$ cat src/rtl/seg7_pkg.sv
// Shared seven-segment definitions: active-low glyph patterns (g..a order),
// reader FSM states and the decoder result record.
package seg7_pkg;

    localparam logic [6:0] SEG_0     = 7'b1000000;
    localparam logic [6:0] SEG_1     = 7'b1111001;
    localparam logic [6:0] SEG_2     = 7'b0100100;
    localparam logic [6:0] SEG_3     = 7'b0110000;
    localparam logic [6:0] SEG_4     = 7'b0011001;
    localparam logic [6:0] SEG_5     = 7'b0010010;
    localparam logic [6:0] SEG_6     = 7'b0000010;
    localparam logic [6:0] SEG_7     = 7'b1111000;
    localparam logic [6:0] SEG_8     = 7'b0000000;
    localparam logic [6:0] SEG_9     = 7'b0010000;
    localparam logic [6:0] SEG_A     = 7'b0001000;
    localparam logic [6:0] SEG_B     = 7'b0000011;
    localparam logic [6:0] SEG_C     = 7'b1000110;
    localparam logic [6:0] SEG_D     = 7'b0100001;
    localparam logic [6:0] SEG_E     = 7'b0000110;
    localparam logic [6:0] SEG_F     = 7'b0001110;
    localparam logic [6:0] SEG_BLANK = 7'b1111111;

    typedef enum logic [1:0] {
        ST_IDLE,
        ST_SCAN,
        ST_PRESENT,
        ST_WAIT_CHG
    } rd_state_t;

    // Packs as {nib, blank, err}
    typedef struct packed {
        logic [3:0] nib;
        logic       blank;
        logic       err;
    } seg7_dec_t;

    // A single-digit bank still needs a 1-bit index register
    function automatic int seg7_idx_w(input int ndig);
        return (ndig > 1) ? $clog2(ndig) : 1;
    endfunction

    localparam int SEG7_NDIG  = 6;
    localparam int SEG7_IDX_W = seg7_idx_w(SEG7_NDIG);

endpackage

$ cat src/rtl/seg7_decode.sv
// Combinational inverse of the hex encoder: one active-low pattern to
// {nibble, blank, err}. Blank and unknown patterns both yield nibble 0.
module seg7_decode
    import seg7_pkg::*;
(
    input  logic [6:0] i_seg,
    output seg7_dec_t  o_dec
);

    always_comb begin
        o_dec = '{nib: 4'h0, blank: 1'b0, err: 1'b0};
        case (i_seg)
            SEG_0:     o_dec.nib = 4'h0;
            SEG_1:     o_dec.nib = 4'h1;
            SEG_2:     o_dec.nib = 4'h2;
            SEG_3:     o_dec.nib = 4'h3;
            SEG_4:     o_dec.nib = 4'h4;
            SEG_5:     o_dec.nib = 4'h5;
            SEG_6:     o_dec.nib = 4'h6;
            SEG_7:     o_dec.nib = 4'h7;
            SEG_8:     o_dec.nib = 4'h8;
            SEG_9:     o_dec.nib = 4'h9;
            SEG_A:     o_dec.nib = 4'hA;
            SEG_B:     o_dec.nib = 4'hB;
            SEG_C:     o_dec.nib = 4'hC;
            SEG_D:     o_dec.nib = 4'hD;
            SEG_E:     o_dec.nib = 4'hE;
            SEG_F:     o_dec.nib = 4'hF;
            SEG_BLANK: o_dec.blank = 1'b1;
            default:   o_dec.err = 1'b1;
        endcase
    end

endmodule

$ cat src/rtl/seg7_reader.sv
// Watches a seven-segment bank until it holds steady, then decodes it one
// digit per cycle through a shared decoder and offers the word on valid/ready.
module seg7_reader
    import seg7_pkg::*;
#(
    parameter int NDIG          = SEG7_NDIG,
    parameter int STABLE_CYCLES = 4
) (
    input  logic                clk,
    input  logic                rst_n,
    input  logic [NDIG*7-1:0]   seg_in,
    output logic [NDIG*4-1:0]   value,
    output logic [NDIG-1:0]     err_mask,
    output logic [NDIG-1:0]     blank_mask,
    output logic                valid,
    input  logic                ready
);

    localparam int            IW       = seg7_idx_w(NDIG);
    localparam logic [IW-1:0] LAST_IDX = IW'(NDIG - 1);
    // Match count that, with one more match, completes the stable run
    localparam logic [7:0]    CAP_CNT  = 8'(STABLE_CYCLES - 2);

    rd_state_t          r_state;
    logic [NDIG*7-1:0]  r_prev;
    logic [NDIG*7-1:0]  r_snap;
    logic [7:0]         r_cnt;
    logic               r_primed;
    logic [IW-1:0]      r_idx;
    logic [NDIG*4-1:0]  r_value;
    logic [NDIG-1:0]    r_err;
    logic [NDIG-1:0]    r_blank;
    logic               r_valid;

    logic [6:0]         w_seg_sel;
    seg7_dec_t          w_dec;
    logic               w_same;

    assign w_seg_sel = r_snap[7*int'(r_idx) +: 7];
    assign w_same    = (seg_in == r_prev);

    seg7_decode u_dec (
        .i_seg (w_seg_sel),
        .o_dec (w_dec)
    );

    always_ff @(posedge clk) begin
        if (!rst_n) begin
            r_state  <= ST_IDLE;
            r_prev   <= '1;
            r_snap   <= '1;
            r_cnt    <= '0;
            r_primed <= 1'b0;
            r_idx    <= '0;
            r_value  <= '0;
            r_err    <= '0;
            r_blank  <= '0;
            r_valid  <= 1'b0;
        end else begin
            case (r_state)
                ST_IDLE: begin
                    r_prev   <= seg_in;
                    r_primed <= 1'b1;
                    // The first sample of a run has nothing valid to match against
                    if (!r_primed || !w_same) begin
                        r_cnt <= '0;
                    end else begin
                        if (r_cnt != 8'hFF)
                            r_cnt <= r_cnt + 8'd1;
                        if (r_cnt == CAP_CNT) begin
                            r_snap  <= seg_in;
                            r_idx   <= '0;
                            r_state <= ST_SCAN;
                        end
                    end
                end
                ST_SCAN: begin
                    r_value[4*int'(r_idx) +: 4] <= w_dec.nib;
                    r_err[r_idx]                <= w_dec.err;
                    r_blank[r_idx]              <= w_dec.blank;
                    if (r_idx == LAST_IDX) begin
                        r_valid <= 1'b1;
                        r_state <= ST_PRESENT;
                    end else begin
                        r_idx <= r_idx + 1'b1;
                    end
                end
                ST_PRESENT: begin
                    if (ready) begin
                        r_valid <= 1'b0;
                        r_state <= ST_WAIT_CHG;
                    end
                end
                ST_WAIT_CHG: begin
                    // Re-arm only once the display moves off the reported snapshot
                    if (seg_in != r_snap) begin
                        r_cnt    <= '0;
                        r_primed <= 1'b0;
                        r_state  <= ST_IDLE;
                    end
                end
                default: r_state <= ST_IDLE;
            endcase
        end
    end

    assign value      = r_value;
    assign err_mask   = r_err;
    assign blank_mask = r_blank;
    assign valid      = r_valid;

endmodule

$ cat config.mk
export PLATFORM = sky130hd
export DESIGN_NAME = seg7_reader
export DESIGN_NICKNAME = d
export VERILOG_FILES = /design/src/rtl/seg7_pkg.sv /design/src/rtl/seg7_decode.sv /design/src/rtl/seg7_reader.sv
export SDC_FILE = /design/constraint.sdc
export NUM_CORES = 1
export LEC_CHECK = 0
export BUFFER_PORTS_ARGS = -buffer_cell sky130_fd_sc_hd__buf_2
export CAP_MARGIN = 40
export CORE_MARGIN = 2
export CORE_UTILIZATION = 53
export CTS_CLUSTER_DIAMETER = 40
export DETAILED_ROUTE_END_ITERATION = 10
export GPL_TIMING_DRIVEN = 1
export HOLD_SLACK_MARGIN = 0.06
export PLACE_DENSITY = 0.76
export SYNTH_ARGS = -nofsm -noshare
export SYNTH_HDL_FRONTEND = slang
export SYNTH_HIERARCHICAL = 1
export SYNTH_SLANG_ARGS = --single-unit
export TNS_END_PERCENT = 10
$ cat constraint.sdc
create_clock -name clk -period 2.9 [get_ports clk]
set_input_delay 0.58 -clock clk [delete_from_list [all_inputs] [get_ports clk]]
set_output_delay 0.58 -clock clk [all_outputs]
set_load 0.05 [all_outputs]
After elaboration in Yosys (flattened, before gate mapping)
Index checks and enable logic that the tools add are counted.
Cells by class
  add/sub/neg operators: 3
  multiply operators: 1
  $lt $le $gt $ge: 2
  equal/unequal tests: 31
  shift operators: 3
  muxes and demuxes: 27
  bitwise gates (word level): 1
  reductions and logical operators: 16
Operator list (count)
  4-bit case mux with 15 select lines: 1
  42-bit == test: 1
  42-bit != test: 1
  42-bit by 7-bit indexed part select with 7-bit output: 1
  7-bit == test, second input constant: 5
  5-bit negation with 33-bit output: 1
  4-bit by 33-bit variable shift with 24-bit output, first input constant: 1
  4-bit by 33-bit indexed part select with 24-bit output: 1
  24-bit bitwise mux: 1
  8-bit two-way mux: 3
  7-bit by 5-bit == test with 1-bit output, second input constant: 3
  7-bit by 6-bit == test with 1-bit output, second input constant: 3
  17-bit OR reduction: 1
  8-bit case mux with 2 select lines: 1
  7-bit by 2-bit == test with 1-bit output, second input constant: 2
  7-bit by 4-bit == test with 1-bit output, second input constant: 2
  6-bit bitwise mux: 2
  2-bit != test, second input constant: 6
  2-bit two-way mux: 5
  3-bit two-way mux: 3
  3-bit AND reduction: 3
  8-bit by 1-bit adder with 8-bit output, second input constant: 1
  8-bit by 2-bit == test with 1-bit output, second input constant: 1
  8-bit != test, second input constant: 1
  other kinds (24): 34
Storage, ports and cells
  register bits after elaboration: 135
  input bits: 45
  output and inout bits: 37
  word-level logic and storage cells: 94

Depth between registers and ports, before layout
  word-level depth: 6
  mapped depth: 14
  gate-level depth less buffers: 11

Modules after synthesis
Netlist, hierarchy kept.
By module, submodules not included
  seg7_reader: instances 1, cells an instance 780, area each 6652.6 sq um, sequential area each 2702.6 sq um
  seg7_decode: instances 1, cells an instance 54, area each 374.1 sq um, sequential area each 0.0 sq um

Worst setup path before layout
No wires, ideal clock.
  path kind: flip-flop to flip-flop
  from: register r_idx[0]
  to: register r_err[0], in the netlist err_mask[0]
  arrival time: 2914 ps
  required time: 2834 ps
  path slack: -80 ps
  cell stages (with the launch flop): 13
  buffers on the path: 2
  period minus slack after synthesis: 2980 ps
  cells stage by stage: dfxtp_1 -> buf_1 -> clkbuf_1 -> mux2i_1 -> nor2_1 -> a21oi_1 -> o22ai_1 -> and2b_4 -> mux2i_1 -> o311ai_2 -> a211oi_1 -> mux2i_1 -> nor2_1
RTL lines
  from (decl): line seg7_reader.sv:29  | logic [IW-1:0] r_idx;
  from (signal assigned): line seg7_reader.sv:85  | r_idx <= r_idx + 1'b1;
  to (signal, indexed assignment): line seg7_reader.sv:79  | r_err[r_idx] <= w_dec.err;
  to (decl): line seg7_reader.sv:31  | logic [NDIG-1:0] r_err;

==> impl_metrics.py <==
metrics = {
    "run_status": {
        "status": "completed",
    },
    "critical_path": {
        "cp-start-kind": "flip-flop",
        "slowest_delay_ns": 0.44,
        "r2r_slack_ns": 0.21,
        "worstPathCellList": "buf_4 > mux2_2 > a221oi_1 > a21oi_2 > and2_4 > a31oi_1 > o311ai_2 > and2_2 > and2_1 > mux2i_1 > nor2_1",
        "cp.required_ns": 3.20,
        "reg2reg_depth": 11,
        "critical_path.slowest_cell": "dfxtp_1",
        "cp_max_fo": 10,
        "worstSetupEndpointType": "flip-flop",
        "regToRegEndpoint": "value[21]$_SDFFE_PN0P_",
        "critPathArrivalTime_ns": 2.99,
        "r2r_start": "r_idx[1]$_SDFFE_PN0P_",
        "crit_type": "flip-flop to flip-flop",
    },
    "final_layout": {
        "final_core_util_pct": 63.8,
        "layoutNonFillerInstCount": 1103,
        "multi_input_area_sq_um": 4070,
        "drive_above_1_share_pct": 17.4,
        "syn_to_final_growth_pct": 18.8,
        "diodes": 0,
        "fillers": 1114,
        "seqCellArea_sq_um": 2700,
        "final_nets": 972,
    },
    "yosys": {
        "synth.area.top_cells": "dfxtp_1, mux2i_1, xnor2_1",
        "synth_top_family_by_area": "simple AND/OR/NAND/NOR gates",
        "synth-xor-area-share_pct": 9.85,
        "ys_ff_latch": 135,
        "ys_warn_count": 6,
        "seq_area_frac_synth_pct": 38.5,
        "synthMuxAreaShare_pct": 12.3,
        "synth_ff_type": "dfxtp_1",
        "yosysTopAreaCellShare_pct": 38.5,
        "synthCells": 834,
        "synth_area_sq_um": 7030,
        "syn_avg_cell_area_sq_um": 8.43,
        "synth_edf_count": 0,
        "synth_common_cells": "dfxtp_1, nor2_1, mux2i_1, nand2_1, xnor2_1",
        "synth_most_common_cell": "dfxtp_1",
        "synth_async_sr_flop_share_pct": 0,
        "ys_types": 66,
        "synth-simple-area-share_pct": 23.3,
        "yosysTopAreaCell": "dfxtp_1",
        "synth.net_count": 891,
        "synth_fa_ha_area_share_pct": 2.14,
        "synth-compound-area-share_pct": 10.0,
    },
    "clock_tree": {
        "ctsHoldBuffers": 0,
        "htree_levels": 4,
        "path_clk_slew_ns": 0.06,
        "cts_sinks": 135,
        "cts_tree": "done",
        "root_buffer": "clkbuf_16",
        "cts_setup_buffers": 0,
        "post_cts_resized": 0,
        "insertion_delay_ns": 0.42,
        "cts_buffer_depth": 2,
        "cts_buffers": 17,
    },
    "grt": {
        "grt_pass1_wl_um": 29900,
        "grt_overflow": 0,
        "globalRouteTotalUtil_pct": 26.3,
        "grt_max_degree": 99,
        "first_global_vias": 5929,
        "antenna_found_initial": 0,
    },
    "drt": {
        "drc": 0,
        "viasPerCell": 5.68,
        "totalWireLength_um": 18200,
        "antenna_left": 0,
        "avgRoutedWirePerCell_um": 16.5,
        "first_pass_iters": 5,
        "via_count": 6263,
        "drtIter0Drc": 528,
    },
    "place": {
        "portBuffers": 81,
        "place_inst": 1072,
        "gp_congestion": 0.951,
        "dpl.hpwl_um": 12800,
    },
    "sta": {
        "rsz0062_at_grt": "false",
        "max_freq_mhz": 372,
        "slew_headroom_pct": 60.5,
        "min_period_ns": 2.69,
        "hold_viol": 0,
        "worst_pin_slew_ns": 0.587,
        "clock_skew_ns": 0.00857,
        "setup_viol": 0,
        "fin_crit_sh_pct": 92.8,
        "slew_violations": 0,
        "tns_ns": 0,
    },
    "pwr": {
        "vdd_drop_max_v": 0.000479,
        "p_per_area_nw_per_um2": 518,
        "leakagePower_nw": 3.58,
    },
    "hold_path": {
        "hp-start": "seg_in[3]",
        "hold_end": "r_prev[3]$_SDFFE_PN1P_",
        "hold_depth": 3,
        "hp-class": "input pin to flip-flop",
    },
    "die": {
        "die_area_sq_um": 14200,
        "die_w_um": 119,
        "io_pins": 82,
        "die_h_um": 119,
        "initial_core_util_pct": 53.7,
        "num_rows": 42,
        "fp.coreArea_sq_um": 13100,
    },
    "job": {
        "max_cap_viol_count": 0,
    },
}
[power by group]
group	internal (W)	switching, W	leakage, nW	total (W)
combinational	0.000104	0.000139	2.20	0.000243
sequential	0.00189	0.0000223	1.10	0.00191
clock	0.00139	0.000780	0.281	0.00217
total	0.00339	0.000942	3.58	0.00433
[critical path, delay by kind of cell, from the launching register on]
| family | cells | cell delay [ns] |
|---|---|---|
| AO/OA/AOI/OAI | 4 | 0.74 |
| AND/OR/NAND/NOR | 4 | 0.64 |
| multiplexers | 2 | 0.50 |
| flip-flops | 1 | 0.44 |
| buffers and inverters | 1 | 0.25 |
[state kept, by name (all words and copies together), names as in the netlist]
signal      count
r_idx           3
blank_mask      6
value          24
valid           1
err_mask        6
r_cnt           8
r_primed        1
r_snap         42
r_state         2
r_prev         42
[cell usage in the layout (no fill, tap or decap), types with 8 or more instances in the layout]
cell       synthesis  final
a21oi_1           32     29
and3_1             9      9
buf_2              7     81
buf_4              1     27
clkbuf_16          0     17
dfxtp_1          135    135
ha_1              12     11
inv_1             12     12
mux2i_1           83     83
nand2_1           80     80
nand3_1           33     33
nand4_1           21     21
nor2_1            94     94
nor3_1            51     51
nor4_1             8      8
o21ai_0           43     43
xnor2_1           77     77
[per-layer routing]
| layer | wire (um) | vias to the layer above | track usage, % | share of wire [%] |
|---|---|---|---|---|
| met3 | 980 | 33 | 5.75 | 5.4 |
| met2 | 8740 | 193 | 43.7 | 48 |
| li1 | - | 3071 | - | - |
| met5 | 0 | - | 0 | 0 |
| met4 | 443 | 0 | 9.75 | 2.4 |
| met1 | 8080 | 2966 | 33.6 | 44 |
[cell type report]
type	count	area share, %
inverter	15	0.674
timing repair buffer	113	8.48
clock inverter	7	1.42
tap	176	2.64
multi-input combinational	633	48.8
sequential	135	32.4
clock buffer	24	5.65
[how the worst max path moves through the flow]
stage / end / startpoint
6_report: value[21]$_SDFFE_PN0P_ / r_idx[1]$_SDFFE_PN0P_
5_1_grt: value[6]$_SDFFE_PN0P_ / r_idx[0]$_SDFFE_PN0P_
4_1_cts: value[21]$_SDFFE_PN0P_ / r_idx[1]$_SDFFE_PN0P_
3_5_place_dp: r_cnt[3]$_SDFFE_PN0P_ / seg_in[18]
3_3_place_gp: r_idx[0]$_SDFFE_PN0P_ / seg_in[19]
2_1_floorplan: err_mask[0]$_SDFFE_PN0P_ / r_idx[0]$_SDFFE_PN0P_
[stage by stage]
stage	hold WS, ns	instance area [sq um]	setup WS, ns	power, W
3_3_place_gp	0.437	7720	0.133	0.00219
2_1_floorplan	0.448	7030	0.0848	0.00208
6_report	0.438	8350	0.209	0.00433
5_1_grt	0.460	8350	0.0121	0.00445
3_5_place_dp	0.444	7740	0.147	0.00219
4_1_cts	0.430	8330	0.154	0.00434
[cell families (layout without fill, tap and decap cells)]
family          Yosys count  after routing
fa+ha+maj                12             12
compound gates          118            118
buf+inv                  66            159
mux                      86             86
flops                   135            135
simple gates            338            338
xor+xnor                 79             79
Note: power is estimated with default switching activity, not from simulation.
